**src/rtl/multicycle_ctrl_if.sv**
```systemverilog
// rtl/multicycle_ctrl_if.sv - ALU op type and memory-port interface for multicycle_ctrl
//
// multicycle_ctrl_pkg : alu_ctrl_t, the operation code driven to the shared ALU.
// multicycle_ctrl_if  : ready/valid memory request port.
//   mem_valid  request active (held until mem_ready)
//   mem_we     request is a write
//   addr_sel   0: address is PC, 1: address is ALUOut
//   mem_ready  memory accepted the request / returned data
//   master modport = controller side, slave modport = memory side.

package multicycle_ctrl_pkg;
  typedef enum logic [3:0] {
    ALU_ADD  = 4'd0,
    ALU_SUB  = 4'd1,
    ALU_SLL  = 4'd2,
    ALU_SLT  = 4'd3,
    ALU_SLTU = 4'd4,
    ALU_XOR  = 4'd5,
    ALU_SRL  = 4'd6,
    ALU_SRA  = 4'd7,
    ALU_OR   = 4'd8,
    ALU_AND  = 4'd9,
    ALU_SRC2 = 4'd10
  } alu_ctrl_t;
endpackage

interface multicycle_ctrl_if;
  logic mem_valid;
  logic mem_we;
  logic addr_sel;
  logic mem_ready;

  modport master (output mem_valid, output mem_we, output addr_sel, input mem_ready);
  modport slave  (input mem_valid, input mem_we, input addr_sel, output mem_ready);
endinterface

```
**src/rtl/multicycle_ctrl.sv**
```systemverilog
// rtl/multicycle_ctrl.sv - multi-cycle RV32I control FSM
//
// Ports:
//   clk, reset              core clock, synchronous active-high reset
//   mem                     memory port (multicycle_ctrl_if.master)
//   opcode/funct3/funct7b5  instruction fields from IR
//   zero/lt/ltu             datapath flags for branch resolution
//   pc_write/ir_write/reg_write  register enables
//   result_sel, ALU_src1_sel, ALU_src2_sel, ALU_ctrl, imm_sel  datapath selects
//   illegal                 sticky trap flag

module multicycle_ctrl
  import multicycle_ctrl_pkg::*;
#(
  parameter bit TRAP_ON_ILLEGAL = 1'b1
) (
  input  logic                     clk,
  input  logic                     reset,
  multicycle_ctrl_if.master        mem,
  input  logic [6:0]               opcode,
  input  logic [2:0]               funct3,
  input  logic                     funct7b5,
  input  logic                     zero,
  input  logic                     lt,
  input  logic                     ltu,
  output logic                     pc_write,
  output logic                     ir_write,
  output logic                     reg_write,
  output logic [1:0]               result_sel,
  output logic [1:0]               ALU_src1_sel,
  output logic [1:0]               ALU_src2_sel,
  output alu_ctrl_t                ALU_ctrl,
  output logic [2:0]               imm_sel,
  output logic                     illegal
);

  localparam logic [6:0] OP_LOAD   = 7'b0000011;
  localparam logic [6:0] OP_STORE  = 7'b0100011;
  localparam logic [6:0] OP_R      = 7'b0110011;
  localparam logic [6:0] OP_I      = 7'b0010011;
  localparam logic [6:0] OP_BRANCH = 7'b1100011;
  localparam logic [6:0] OP_JAL    = 7'b1101111;
  localparam logic [6:0] OP_JALR   = 7'b1100111;
  localparam logic [6:0] OP_LUI    = 7'b0110111;
  localparam logic [6:0] OP_AUIPC  = 7'b0010111;

  typedef enum logic [3:0] {
    S_FETCH, S_DECODE, S_MEMADR, S_MEMRD, S_MEMWB, S_MEMWR, S_EXECR, S_EXECI,
    S_ALUWB, S_BRANCH, S_JAL, S_JALR, S_JALLINK, S_LUI, S_AUIPC, S_TRAP
  } state_t;

  state_t state_q, state_d;
  logic   illegal_q, illegal_d;

  logic      mem_valid_o, mem_we_o, addr_sel_o;
  alu_ctrl_t alu_op;
  logic [2:0] imm_dec;
  logic      taken;

  always_ff @(posedge clk) begin
    if (reset) begin
      state_q   <= S_FETCH;
      illegal_q <= 1'b0;
    end else begin
      state_q   <= state_d;
      illegal_q <= illegal_d;
    end
  end

  // funct3/funct7b5 -> ALU op; SUB only exists for R-type
  always_comb begin
    alu_op = ALU_ADD;
    case (funct3)
      3'b000: alu_op = (opcode == OP_R && funct7b5) ? ALU_SUB : ALU_ADD;
      3'b001: alu_op = ALU_SLL;
      3'b010: alu_op = ALU_SLT;
      3'b011: alu_op = ALU_SLTU;
      3'b100: alu_op = ALU_XOR;
      3'b101: alu_op = funct7b5 ? ALU_SRA : ALU_SRL;
      3'b110: alu_op = ALU_OR;
      3'b111: alu_op = ALU_AND;
    endcase
  end

  always_comb begin
    imm_dec = 3'd0;
    case (opcode)
      OP_STORE:        imm_dec = 3'd1;
      OP_BRANCH:       imm_dec = 3'd2;
      OP_LUI, OP_AUIPC: imm_dec = 3'd3;
      OP_JAL:          imm_dec = 3'd4;
      default:         imm_dec = 3'd0;
    endcase
  end

  // funct3[2:1]==01 is not a branch encoding and never redirects
  always_comb begin
    taken = 1'b0;
    case (funct3)
      3'b000: taken = zero;
      3'b001: taken = ~zero;
      3'b100: taken = lt;
      3'b101: taken = ~lt;
      3'b110: taken = ltu;
      3'b111: taken = ~ltu;
      default: taken = 1'b0;
    endcase
  end

  always_comb begin
    state_d      = state_q;
    mem_valid_o  = 1'b0;
    mem_we_o     = 1'b0;
    addr_sel_o   = 1'b0;
    pc_write     = 1'b0;
    ir_write     = 1'b0;
    reg_write    = 1'b0;
    result_sel   = 2'd0;
    ALU_src1_sel = 2'd0;
    ALU_src2_sel = 2'd0;
    ALU_ctrl     = ALU_ADD;
    imm_sel      = 3'd0;

    case (state_q)
      S_FETCH: begin
        mem_valid_o  = 1'b1;
        ALU_src2_sel = 2'd2;
        result_sel   = 2'd2;
        if (mem.mem_ready) begin
          pc_write = 1'b1;
          ir_write = 1'b1;
          state_d  = S_DECODE;
        end
      end
      S_DECODE: begin
        ALU_src1_sel = 2'd1;
        ALU_src2_sel = 2'd1;
        case (opcode)
          OP_LOAD, OP_STORE: state_d = S_MEMADR;
          OP_R:      state_d = S_EXECR;
          OP_I:      state_d = S_EXECI;
          OP_BRANCH: state_d = S_BRANCH;
          OP_JAL:    state_d = S_JAL;
          OP_JALR:   state_d = S_JALR;
          OP_LUI:    state_d = S_LUI;
          OP_AUIPC:  state_d = S_AUIPC;
          default:   state_d = TRAP_ON_ILLEGAL ? S_TRAP : S_FETCH;
        endcase
      end
      S_MEMADR: begin
        ALU_src1_sel = 2'd2;
        ALU_src2_sel = 2'd1;
        state_d      = (opcode == OP_STORE) ? S_MEMWR : S_MEMRD;
      end
      S_MEMRD: begin
        mem_valid_o = 1'b1;
        addr_sel_o  = 1'b1;
        if (mem.mem_ready) state_d = S_MEMWB;
      end
      S_MEMWB: begin
        result_sel = 2'd1;
        reg_write  = 1'b1;
        state_d    = S_FETCH;
      end
      S_MEMWR: begin
        mem_valid_o = 1'b1;
        mem_we_o    = 1'b1;
        addr_sel_o  = 1'b1;
        if (mem.mem_ready) state_d = S_FETCH;
      end
      S_EXECR, S_EXECI: begin
        ALU_src1_sel = 2'd2;
        ALU_src2_sel = (state_q == S_EXECI) ? 2'd1 : 2'd0;
        ALU_ctrl     = alu_op;
        state_d      = S_ALUWB;
      end
      S_ALUWB: begin
        reg_write = 1'b1;
        state_d   = S_FETCH;
      end
      S_BRANCH: begin
        ALU_src1_sel = 2'd2;
        ALU_ctrl     = ALU_SUB;
        pc_write     = taken;
        state_d      = S_FETCH;
      end
      S_JAL: begin
        // PC takes the target computed in DECODE while the ALU builds the link
        pc_write     = 1'b1;
        ALU_src1_sel = 2'd1;
        ALU_src2_sel = 2'd2;
        state_d      = S_ALUWB;
      end
      S_JALR: begin
        ALU_src1_sel = 2'd2;
        ALU_src2_sel = 2'd1;
        result_sel   = 2'd2;
        pc_write     = 1'b1;
        state_d      = S_JALLINK;
      end
      S_JALLINK: begin
        ALU_src1_sel = 2'd1;
        ALU_src2_sel = 2'd2;
        state_d      = S_ALUWB;
      end
      S_LUI: begin
        ALU_src2_sel = 2'd1;
        ALU_ctrl     = ALU_SRC2;
        state_d      = S_ALUWB;
      end
      S_AUIPC: begin
        ALU_src1_sel = 2'd1;
        ALU_src2_sel = 2'd1;
        state_d      = S_ALUWB;
      end
      S_TRAP: state_d = S_TRAP;
      default: state_d = S_FETCH;
    endcase

    // immediate format only matters when the ALU actually consumes imm_ext
    if (ALU_src2_sel == 2'd1) imm_sel = imm_dec;

    // reset forces an idle bus immediately, including mid-handshake
    if (reset) begin
      mem_valid_o  = 1'b0;
      mem_we_o     = 1'b0;
      addr_sel_o   = 1'b0;
      pc_write     = 1'b0;
      ir_write     = 1'b0;
      reg_write    = 1'b0;
      result_sel   = 2'd0;
      ALU_src1_sel = 2'd0;
      ALU_src2_sel = 2'd0;
      ALU_ctrl     = ALU_ADD;
      imm_sel      = 3'd0;
    end

    illegal_d = illegal_q | (state_d == S_TRAP);
  end

  assign mem.mem_valid = mem_valid_o;
  assign mem.mem_we    = mem_we_o;
  assign mem.addr_sel  = addr_sel_o;
  assign illegal       = illegal_q;

endmodule

```
**src/flat_wrapper.sv**
```systemverilog
// flat-port wrapper written by rule: the top's interface ports become plain ports
module multicycle_ctrl_flat import multicycle_ctrl_pkg::*;
#(
  parameter bit TRAP_ON_ILLEGAL = 1'b1
)
  (clk, reset, opcode, funct3, funct7b5, zero, lt, ltu, pc_write, ir_write, reg_write, result_sel, ALU_src1_sel, ALU_src2_sel, ALU_ctrl, imm_sel, illegal, mem_mem_valid, mem_mem_we, mem_addr_sel, mem_mem_ready);
  multicycle_ctrl_if mem_i ();
  input  logic clk;
  input  logic reset;
  input  logic [6:0] opcode;
  input  logic [2:0] funct3;
  input  logic funct7b5;
  input  logic zero;
  input  logic lt;
  input  logic ltu;
  output logic pc_write;
  output logic ir_write;
  output logic reg_write;
  output logic [1:0] result_sel;
  output logic [1:0] ALU_src1_sel;
  output logic [1:0] ALU_src2_sel;
  output alu_ctrl_t ALU_ctrl;
  output logic [2:0] imm_sel;
  output logic illegal;
  output wire logic [$bits(mem_i.mem_valid)-1:0] mem_mem_valid;
  output wire logic [$bits(mem_i.mem_we)-1:0] mem_mem_we;
  output wire logic [$bits(mem_i.addr_sel)-1:0] mem_addr_sel;
  input wire logic [$bits(mem_i.mem_ready)-1:0] mem_mem_ready;
  assign mem_mem_valid = mem_i.mem_valid;
  assign mem_mem_we = mem_i.mem_we;
  assign mem_addr_sel = mem_i.addr_sel;
  assign mem_i.mem_ready = mem_mem_ready;
  multicycle_ctrl #(.TRAP_ON_ILLEGAL(TRAP_ON_ILLEGAL)) u_core (.clk(clk), .reset(reset), .mem(mem_i), .opcode(opcode), .funct3(funct3), .funct7b5(funct7b5), .zero(zero), .lt(lt), .ltu(ltu), .pc_write(pc_write), .ir_write(ir_write), .reg_write(reg_write), .result_sel(result_sel), .ALU_src1_sel(ALU_src1_sel), .ALU_src2_sel(ALU_src2_sel), .ALU_ctrl(ALU_ctrl), .imm_sel(imm_sel), .illegal(illegal));
endmodule
```
**config.mk**
```make
export PLATFORM = sky130hd
export DESIGN_NAME = multicycle_ctrl_flat
export DESIGN_NICKNAME = d
export VERILOG_FILES = /design/src/rtl/multicycle_ctrl_if.sv /design/src/rtl/multicycle_ctrl.sv /design/src/flat_wrapper.sv
export SDC_FILE = /design/constraint.sdc
export NUM_CORES = 1
export LEC_CHECK = 0
export BUFFER_PORTS_ARGS = -buffer_cell sky130_fd_sc_hd__buf_2
export CELL_PAD_IN_SITES_DETAIL_PLACEMENT = 2
export CELL_PAD_IN_SITES_GLOBAL_PLACEMENT = 2
export CORE_UTILIZATION = 26
export CTS_BUF_LIST = sky130_fd_sc_hd__clkbuf_16
export DETAILED_ROUTE_END_ITERATION = 12
export PLACE_DENSITY_LB_ADDON = 0.05
export SETUP_SLACK_MARGIN = 0.05
export SLEW_MARGIN = 25
export SYNTH_ARGS = -nofsm -noshare
export SYNTH_HDL_FRONTEND = slang
export SYNTH_SLANG_ARGS = --single-unit
```
**constraint.sdc**
```tcl
create_clock -name clk -period 2.96 [get_ports clk]
set_input_delay 0.296 -clock clk [delete_from_list [all_inputs] [get_ports clk]]
set_output_delay 0.296 -clock clk [all_outputs]
set_load 0.02 [all_outputs]
```
# After elaboration in Yosys (flattened, before gate mapping)
# Index checks and enable logic that the tools add are counted.
# op_classes
eq_ne	33
n_mul	0
bitwise	4
shifts	0
reduce_logical	17
div_mod_pow	0
n_lt_le_gt_ge	0
n_addsub	0
n_mux	35
# op_table
op	count
4-bit one-hot mux with 8 select lines	2
4-bit == test (second input constant)	9
4-bit one-hot mux with 9 select lines	1
7-bit by 6-bit == test with 1-bit output (second input constant)	3
7-bit == test (second input constant)	3
4-bit by 3-bit == test with 1-bit output (second input constant)	4
4-bit 2-to-1 mux	4
1-bit 2-to-1 mux	15
7-bit by 5-bit == test with 1-bit output (second input constant)	2
2-bit OR reduction	7
3-bit == test (second input constant)	4
3-bit one-hot mux with 4 select lines	1
4-bit one-hot mux with 3 select lines	1
5-bit OR reduction	2
3-bit 2-to-1 mux	3
3-bit OR reduction	3
4-bit by 2-bit == test with 1-bit output (second input constant)	2
2-bit one-hot mux with 2 select lines	2
7-bit by 2-bit == test with 1-bit output (second input constant)	1
3-bit by 2-bit == test with 1-bit output (second input constant)	2
2-bit 2-to-1 mux	3
1-bit one-hot mux with 6 select lines	1
2-bit one-hot mux with 3 select lines	1
6-bit OR reduction	1
other kinds (10)	12
# totals
latch_bits	0
out_inout_bits	20
ff_bits	5
mem_bits_rw	0
n_memories	0
wordCells	91
mem_bits_ro	0

# Longest topological paths before layout
# Gate-level depths: netlist of the first run.
# depth
word_depth	6
depth_mapped	7

# Least setup slack after synthesis of the first run
# Ideal clock, no wire load.
# synth_timing
path_kind	register to output
start	reg u_core.state_q[2]
end	out mem_mem_we
setup_slack_ns	0.824
stages_incl_launch_ff	5
arrival_time_ns	1.840
cell_sequence	dfxtp_1 > clkbuf_1 > buf_1 > nand2b_1 > nor4b_1
# synth_between
elab_chain_cells	3
# synth_lines
item	line_no	text
start: declaration	multicycle_ctrl.sv:52	state_t state_q, state_d;
start signal: assignment	multicycle_ctrl.sv:65	state_q <= state_d;
4-bit by 3-bit == test with 1-bit output	multicycle_ctrl.sv:124	case (state_q)
1-bit 2-to-1 mux	multicycle_ctrl.sv:124	
1-bit 2-to-1 mux	multicycle_ctrl.sv:224	if (reset) begin
end: declaration	flat_wrapper.sv:26	output wire logic [$bits(mem_i.mem_we)-1:0] mem_mem_we;
# Every way passes these cells.

# Final worst setup path of the first run
# layout_timing
start	reg u_core.state_q[1]
end	out ALU_ctrl[0]
# layout_between
elab_chain_cells	4
# layout_lines
item	line_no	text
4-bit by 3-bit == test with 1-bit output	multicycle_ctrl.sv:124	
2-bit OR reduction	multicycle_ctrl.sv:124	
4-bit one-hot mux with 3 select lines (*)	multicycle_ctrl.sv:124	
4-bit 2-to-1 mux (*)	multicycle_ctrl.sv:224	
end: declaration	flat_wrapper.sv:22	output alu_ctrl_t ALU_ctrl;
# Mark *: on every way between the ends. The rest lies on a longest branch, timed or not.

==> results of run 1 <==
metrics by stage:
step | power, uW | std cells | setup WS, ns
6_report | 686 | 213 | 0.398
5_1_grt | 736 | 213 | 0.173
4_1_cts | 695 | 213 | 0.389
3_5_place_dp | 463 | 209 | 0.630
3_3_place_gp | 450 | 209 | 0.707
2_1_floorplan | 373 | 144 | 0.824
worst reg2reg max path, cell delays in order, from the launching register on:
cell,delay (ns)
dfxtp_1,0.69
or4b_4,0.55
a31oi_1,0.18
a221oi_1,0.12
or3_1,0.35
o32ai_2,0.19
placed cells by master, fill, tap and decap left out, types with 2 or more instances in the layout:
| master | synthesis | final |
|---|---|---|
| o22ai_1 | 2 | 2 |
| xnor2_1 | 3 | 3 |
| nor3_1 | 8 | 8 |
| a21oi_1 | 14 | 14 |
| nand2_1 | 9 | 9 |
| clkbuf_16 | 0 | 3 |
| nor2_1 | 17 | 17 |
| nand2b_1 | 10 | 10 |
| buf_2 | 0 | 36 |
| inv_1 | 5 | 6 |
| nand3_1 | 5 | 5 |
| dfxtp_1 | 5 | 5 |
| a21o_1 | 2 | 2 |
| and2_1 | 2 | 2 |
| or3_1 | 3 | 3 |
| a221oi_1 | 2 | 2 |
| a211oi_1 | 2 | 2 |
| nor4_1 | 2 | 2 |
| nor4b_1 | 4 | 4 |
| and4b_1 | 2 | 2 |
| o211ai_1 | 3 | 3 |
| nor2b_1 | 3 | 3 |
| mux2i_1 | 6 | 6 |
state kept, by name, indices dropped and copies added, names as in the netlist:
signal,flops
u_core.illegal,1
u_core.state_q,4
power by group:
part | total, uW | switching [uW] | internal [uW]
sequential | 141 | 62.2 | 79.1
combinational | 322 | 189 | 133
clock | 223 | 47.2 | 175
logic make-up (layout without fill, tap and decap cells):
| logic type | Yosys count | in the layout | synth area share, % |
|---|---|---|---|
| simple gates | 71 | 71 | 42.5 |
| buf+inv | 22 | 45 | 9.68 |
| flops | 5 | 5 | 10.8 |
| compound gates | 34 | 34 | 24.6 |
| mux | 7 | 7 | 7.66 |
| fa+ha+maj | 1 | 1 | 1.08 |
| xor+xnor | 4 | 4 | 3.76 |
path summary, 6_finish.rpt:
kind,endpoint,slack (ns),from
setup / recovery,ALU_ctrl[0],0.40,u_core.state_q[1]
setup reg to reg,u_core.illegal,0.78,u_core.state_q[0]
hold reg to reg,u_core.illegal,0.49,u_core.illegal
hold / removal,u_core.state_q[3],0.43,reset
routing by layer:
layer | global-route usage (%) | vias up | part of all wire, %
met1 | 25.9 | 547 | 49
met2 | 30.9 | 22 | 48
met4 | 3.49 | 0 | 0.38
li1 | - | 561 | -
met3 | 1.86 | 2 | 2.3
met5 | 0 | - | 0
cell usage after synthesis (all sizes together) (2+ instances only):
cell,count,area share [%]
a21oi,14,7.5
nand2,9,3.6
nor4,2,1.3
clkbuf,15,6.0
o21ai,2,1.1
inv,5,2.0
nor4b,4,3.8
a221oi,2,1.9
o211ai,3,2.4
nand3,5,2.7
nand2b,10,6.7
nor2b,3,2.0
a211oi,2,1.6
dfxtp,5,11
buf,2,1.6
or3,3,2.0
and4b,2,2.2
o22ai,2,1.3
mux2i,6,6.5
xnor2,3,2.8
and2,2,1.3
nor3,8,4.3
nor2,17,6.9
a21o,2,1.6
final cells by class:
type	instances	share of cell area (%)
Clock buffer	3	6.38
Clock inverter	1	0.319
Inverter	5	1.60
Multi-Input combinational cell	117	63.0
Sequential cell	5	8.51
Tap cell	46	4.89
Timing Repair Buffer	36	15.3
==> results.yml, run 1 <==
finish:
  seq_area_um2: 100
  drive_above_1_share_pct: 25.1
  final_area_um2: 1180
  fillers: 410
  area_delta_synth_final_pct: 26.3
  fin_util_pct: 34.7
  fin_nets: 185
  n_antenna_cell: 0
  multi_input_area_um2: 741
clock_network:
  htreeDepth: 1
  clock_latency_ns: 0.23
  cts.sinks: 5
  cts_tree: "yes"
  cts_buffers: 3
  clk_path_buf_depth: 2
  postCtsSetupRepairBufs: 0
  cts-resized-gates: 0
  clk_pin_slew_worst_paths_ns: 0.03
  postCtsHoldBufs: 0
  cts-root-buf: "clkbuf_16"
outcome:
  status: "completed"
synth:
  synth_flop_cell: "dfxtp_1"
  synthArstFlopShare_pct: 0
  synthesis.nets: 161
  ys_warn_count: 0
  syn_area_um2: 931
  synth_seq_cells: 5
  postSynthCellCount: 144
  ys_seq_area_share_pct: 10.8
  syn_avg_cell_area_um2: 6.46
  synth.distinct_cells: 42
  synth_edf_count: 0
die:
  start_util_pct: 27.5
  dieWidth_um: 61.8
  core_area_um2: 3390
  pin_count: 37
  core.rowCount: 21
  dieArea_um2: 3820
  die_y_um: 61.8
timing:
  hold_violations: 0
  max_freq_mhz: 390
  setup_violations: 0
  tightest_slew_ns: 0.837
  fin_crit_sh_pct: 86.6
  relSlewSlack_pct: 44.1
  skew_ns: 0.000567
  holdWs_ns: 0.434
  rsz0062_at_grt: "false"
  period_minus_slack_ns: 2.56
  drv_slew: 0
  setup-tns-final_ns: 0
detailed_routing:
  ant_nets: 0
  route.vias.total: 1132
  drt_first_iter_violations: 71
  dr.pass1.iters: 2
  drc: 0
  wl_um: 3410
  routed_via_density: 5.31
  routedWlPerCell_um: 16.0
worst_setup_path:
  crit_type: "flip-flop to primary output"
  cp_top_family: "flip-flops"
  worst_ep_arrival_time_ns: 2.27
  crit_chain: "inv_1, nor2_1, nand3b_1, o32a_1, nor2_1, buf_2"
  slowest_delay_ns: 0.76
  critical_path_buf_inv_count: 2
  critPathMaxFanout: 21
  start_kind: "flip-flop"
  cp_num_cells: 6
  critPathSlowestCell: "dfxtp_1"
  r2r_cells: 5
  cp-end-kind: "primary output"
  cp.required_ns: 2.66
  crit_top_cell: "nor2_1"
pwr:
  ir_drop_mv: 0.266
  leakagePower_uw: 0.000522
  p_per_area_nw_per_um2: 583
global_route:
  gr-usage-all-layers_pct: 18.5
  overflow: 0
  grt_max_degree: 26
  grt_pass1_vias: 1083
  antenna_found_initial: 0
  grt_pass1_wl_um: 5310
placement:
  globalplace.congestion: 0.709
  io_buffers: 36
  placed_cell_area_um2: 1100
  dpl.hpwl_um: 2460
job:
  cap_violations: 0
worst_hold_path:
  hold_path.class: "input pin to flip-flop"
  min_path_cells: 2
(Power assumes the default switching activity.)
==> run 2, diff against run 1 <==
CORE_MARGIN = 2   (was default)
==> results.yml, run 2 (synthesis results as in run 1) <==
global_route:
  overflow: 0
  grt_max_degree: 22
  top_usage_layer: "met2"
  gr-usage-all-layers_pct: 17.1
  grtUsageMet2_pct: 29.2
  grtUsageMet3_pct: 3.52
  grtUsageMet1_pct: 22.9
  antenna_found_initial: 0
  grt_pass1_wl_um: 5750
  grt_pass1_vias: 1183
pwr:
  ir_drop_mv: 0.393
  leakagePower_uw: 0.000527
  p_per_area_nw_per_um2: 574
clock_network:
  cts.sinks: 5
  cts_tree: "yes"
  clk_pin_slew_worst_paths_ns: 0.03
  cts-root-buf: "clkbuf_16"
  clock_latency_ns: 0.23
  postCtsHoldBufs: 0
  cts-resized-gates: 0
  cts_buffers: 3
  htreeDepth: 1
  clk_path_buf_depth: 2
  postCtsSetupRepairBufs: 0
worst_setup_path:
  cp-end-kind: "primary output"
  crit_chain: "inv_1, nor2_1, nand3b_1, o32a_1, nor2_1, buf_2"
  crit_top_cell: "nor2_1"
  slowest_delay_ns: 0.77
  reg2reg_slack_ns: 0.80
  start_kind: "flip-flop"
  critPathLaunch: "u_core.state_q[1]"
  crit_end: "ALU_ctrl[0]"
  critPathSlowestCell: "dfxtp_1"
  crit_type: "flip-flop to primary output"
  worst_ep_arrival_time_ns: 2.27
  reg2reg_to: "u_core.illegal"
  r2r_cells: 5
  cp.required_ns: 2.66
  reg2reg_from: "u_core.state_q[0]"
  critPathMaxFanout: 21
detailed_routing:
  routedWlPerCell_um: 15.1
  ant_nets: 0
  drc: 0
  routed_via_density: 5.25
  dr.pass1.iters: 4
  route.vias.total: 1124
  wl_um: 3240
  drt_first_iter_violations: 48
outcome:
  status: "completed"
finish:
  fin_nets: 186
  drive_above_1_share_pct: 25.6
  fillers: 416
  final_area_um2: 1180
  largest-register: "u_core.state_q"
  mostFrequentLayoutCells: "36 x buf_2, 17 x nor2_1, 14 x a21oi_1"
  layout_commonest_cell: "buf_2"
  largest_register_ffs: 4
  n_antenna_cell: 0
  area_delta_synth_final_pct: 27.2
job:
  cap_violations: 0
timing:
  relSlewSlack_pct: 50.9
  max_freq_mhz: 389
  setup-tns-final_ns: 0
  fin_crit_sh_pct: 86.8
  rsz0062_at_grt: "false"
  tightest_slew_ns: 0.736
  holdWs_ns: 0.435
  skew_ns: 0.000700
  drv_slew: 0
  hold_violations: 0
  period_minus_slack_ns: 2.57
  setup_violations: 0
die:
  die_y_um: 63.8
  core.rowCount: 21
  start_util_pct: 27.5
  dieWidth_um: 63.8
  core_area_um2: 3390
  dieArea_um2: 4070
  pin_count: 37
placement:
  dpl.hpwl_um: 2420
  io_buffers: 36
  placed_cell_area_um2: 1100
  globalplace.congestion: 0.703
worst_hold_path:
  hold_path.class: "input pin to flip-flop"
  min_path_cells: 2
run 2: worst min-delay path by stage:
| stage | from | endpoint | slack, ns |
|---|---|---|---|
| detailed placement | u_core.illegal | u_core.illegal | 0.48 |
| floorplan | reset | u_core.illegal | 0.51 |
| global placement | u_core.illegal | u_core.illegal | 0.47 |
| CTS | reset | u_core.illegal | 0.43 |
| global route | reset | u_core.state_q[0] | 0.46 |
| finish | reset | u_core.illegal | 0.44 |
run 2: worst max-delay path, delay by kind of cell (launching register included):
kind            cells  cell delay (ns)
compound gates      1             0.35
buf+inv             2             0.35
simple gates        3             0.58
flops               1             0.77
run 2: stage by stage:
| stage | util (%) | total power (uW) | setup WS [ns] | std cells |
|---|---|---|---|---|
| after CTS | 34.9 | 688 | 0.391 | 214 |
| final | 34.9 | 679 | 0.390 | 214 |
| after detailed placement | 32.6 | 463 | 0.644 | 210 |
| after global routing | 34.9 | 742 | 0.157 | 214 |
| after floorplan | - | 373 | 0.824 | 144 |
| after global placement | 32.6 | 456 | 0.758 | 210 |
run 2: per-layer routing:
| metal | part of all wire [%] | vias to the layer above | wire (um) |
|---|---|---|---|
| met5 | 0 | - | 0 |
| met3 | 3.3 | 0 | 107 |
| met4 | 0 | 0 | 0 |
| met1 | 49 | 536 | 1600 |
| li1 | - | 565 | - |
| met2 | 47 | 23 | 1530 |
run 2: cell type report:
cell class,instances,area (um^2),share of cell area [%]
Timing Repair Buffer,37,188,15.9
Tap cell,46,57.6,4.86
Clock inverter,1,3.75,0.317
Inverter,5,18.8,1.59
Clock buffer,3,75.1,6.34
Multi-Input combinational cell,117,741,62.6
Sequential cell,5,100,8.46
run 2: where the power goes:
part           internal, uW  switching [uW]  leakage, uW  total, uW
logic                   136             192     0.000444        328
registers              79.2            54.2    0.0000408        133
clock network           175            43.2    0.0000423        218
total                   390             289     0.000527        679
==> run 3, diff against run 2 <==
CTS_BUF_LIST = default   (was sky130_fd_sc_hd__clkbuf_16)
==> results.yml, run 3 (synthesis results as in run 1) <==
global_route:
  gr-usage-all-layers_pct: 16.5
  grt_pass1_wl_um: 5580
  grt_max_degree: 22
  antenna_found_initial: 0
  overflow: 0
  grt_pass1_vias: 1153
detailed_routing:
  route.vias.total: 1122
  dr.pass1.iters: 4
  wl_um: 3180
  routed_via_density: 5.24
  drc: 0
  routedWlPerCell_um: 14.9
  ant_nets: 0
  drt_first_iter_violations: 56
worst_setup_path:
  slowest_delay_ns: 0.77
  crit_type: "flip-flop to primary output"
  critical_path_buf_inv_count: 2
  critPathMaxFanout: 21
  crit_top_cell: "nor2_1"
  worst_ep_arrival_time_ns: 2.28
  start_kind: "flip-flop"
  cp_top_family: "flip-flops"
  cp.required_ns: 2.66
  cp-end-kind: "primary output"
  reg2reg_slack_ns: 0.78
  crit_chain: "inv_1, nor2_1, nand3b_1, o32a_1, nor2_1, buf_2"
  critPathSlowestCell: "dfxtp_1"
clock_network:
  clock_latency_ns: 0.25
  htreeDepth: 1
  clk_path_buf_depth: 2
  postCtsHoldBufs: 0
  cts-resized-gates: 0
  cts-root-buf: "clkbuf_4"
  clk_pin_slew_worst_paths_ns: 0.05
  cts.sinks: 5
  postCtsSetupRepairBufs: 0
  cts_tree: "yes"
  cts_buffers: 3
timing:
  rsz0062_at_grt: "false"
  hold_violations: 0
  fin_crit_sh_pct: 87.2
  relSlewSlack_pct: 51.1
  setup-tns-final_ns: 0
  setup_violations: 0
  period_minus_slack_ns: 2.58
  tightest_slew_ns: 0.733
  drv_slew: 0
  skew_ns: 0.00589
  max_freq_mhz: 388
pwr:
  ir_drop_mv: 0.208
  leakagePower_uw: 0.000500
  p_per_area_nw_per_um2: 478
die:
  pin_count: 37
  start_util_pct: 27.5
  die_y_um: 63.8
  dieWidth_um: 63.8
  dieArea_um2: 4070
  core_area_um2: 3390
  core.rowCount: 21
finish:
  fin_nets: 186
  mostFrequentLayoutCells: "36 x buf_2, 17 x nor2_1, 14 x a21oi_1"
  fillers: 424
  area_delta_synth_final_pct: 21.5
  layout_commonest_cell: "buf_2"
  multi_input_area_um2: 741
  fin_util_pct: 33.4
  drive_above_1_share_pct: 25.6
  n_antenna_cell: 0
  seq_area_um2: 100
  largest_register_ffs: 4
  largest-register: "u_core.state_q"
placement:
  dpl.hpwl_um: 2420
  io_buffers: 36
  globalplace.congestion: 0.703
job:
  cap_violations: 0
worst_hold_path:
  hold_path.class: "input pin to flip-flop"
outcome:
  status: "completed"
[run 3: worst register-to-register path, stage by stage (launching register included)]
cell	delay (ns)
dfxtp_1	0.69
or4b_4	0.55
a31oi_1	0.18
a221oi_1	0.12
or3_1	0.36
o32ai_2	0.19
[run 3: layout make-up]
cell class                      count  area share, %
Multi-Input combinational cell    117           65.5
Timing Repair Buffer               37           16.6
Sequential cell                     5           8.85
Tap cell                           46           5.09
Clock buffer                        4           2.32
Inverter                            5           1.66
[run 3: worst paths after layout]
kind	cells after the start	end	startpoint
worst max-delay path	6	ALU_ctrl[0]	u_core.state_q[1]
worst min-delay path	2	u_core.illegal	reset
worst max register to register	5	u_core.illegal	u_core.state_q[0]
worst min register to register	2	u_core.illegal	u_core.illegal
[run 3: routing by layer]
metal  global-route usage [%]  wire length, um  vias to the layer above
li1                         -                -                      566
met1                     22.7             1600                      533
met2                     27.7             1470                       23
met3                     2.99              116                        0
met4                     1.63                0                        0
met5                        0                0                        -
[run 3: where the power goes]
| group | total, uW | switching, uW | leakage (uW) | internal (uW) |
|---|---|---|---|---|
| logic | 327 | 191 | 0.000444 | 136 |
| registers | 133 | 54.4 | 0.0000408 | 78.9 |
| clock network | 80.3 | 29.2 | 0.0000150 | 51.1 |
[run 3: metrics by stage]
stage	instance area (um^2)	instances	total power (uW)	hold slack, ns	setup WS, ns
after global routing	1130	214	599	0.416	0.145
after CTS	1130	214	550	0.400	0.371
after global placement	1100	210	456	0.467	0.758
after detailed placement	1100	210	463	0.476	0.644
after floorplan	931	144	373	0.508	0.824
final	1130	214	540	0.404	0.380
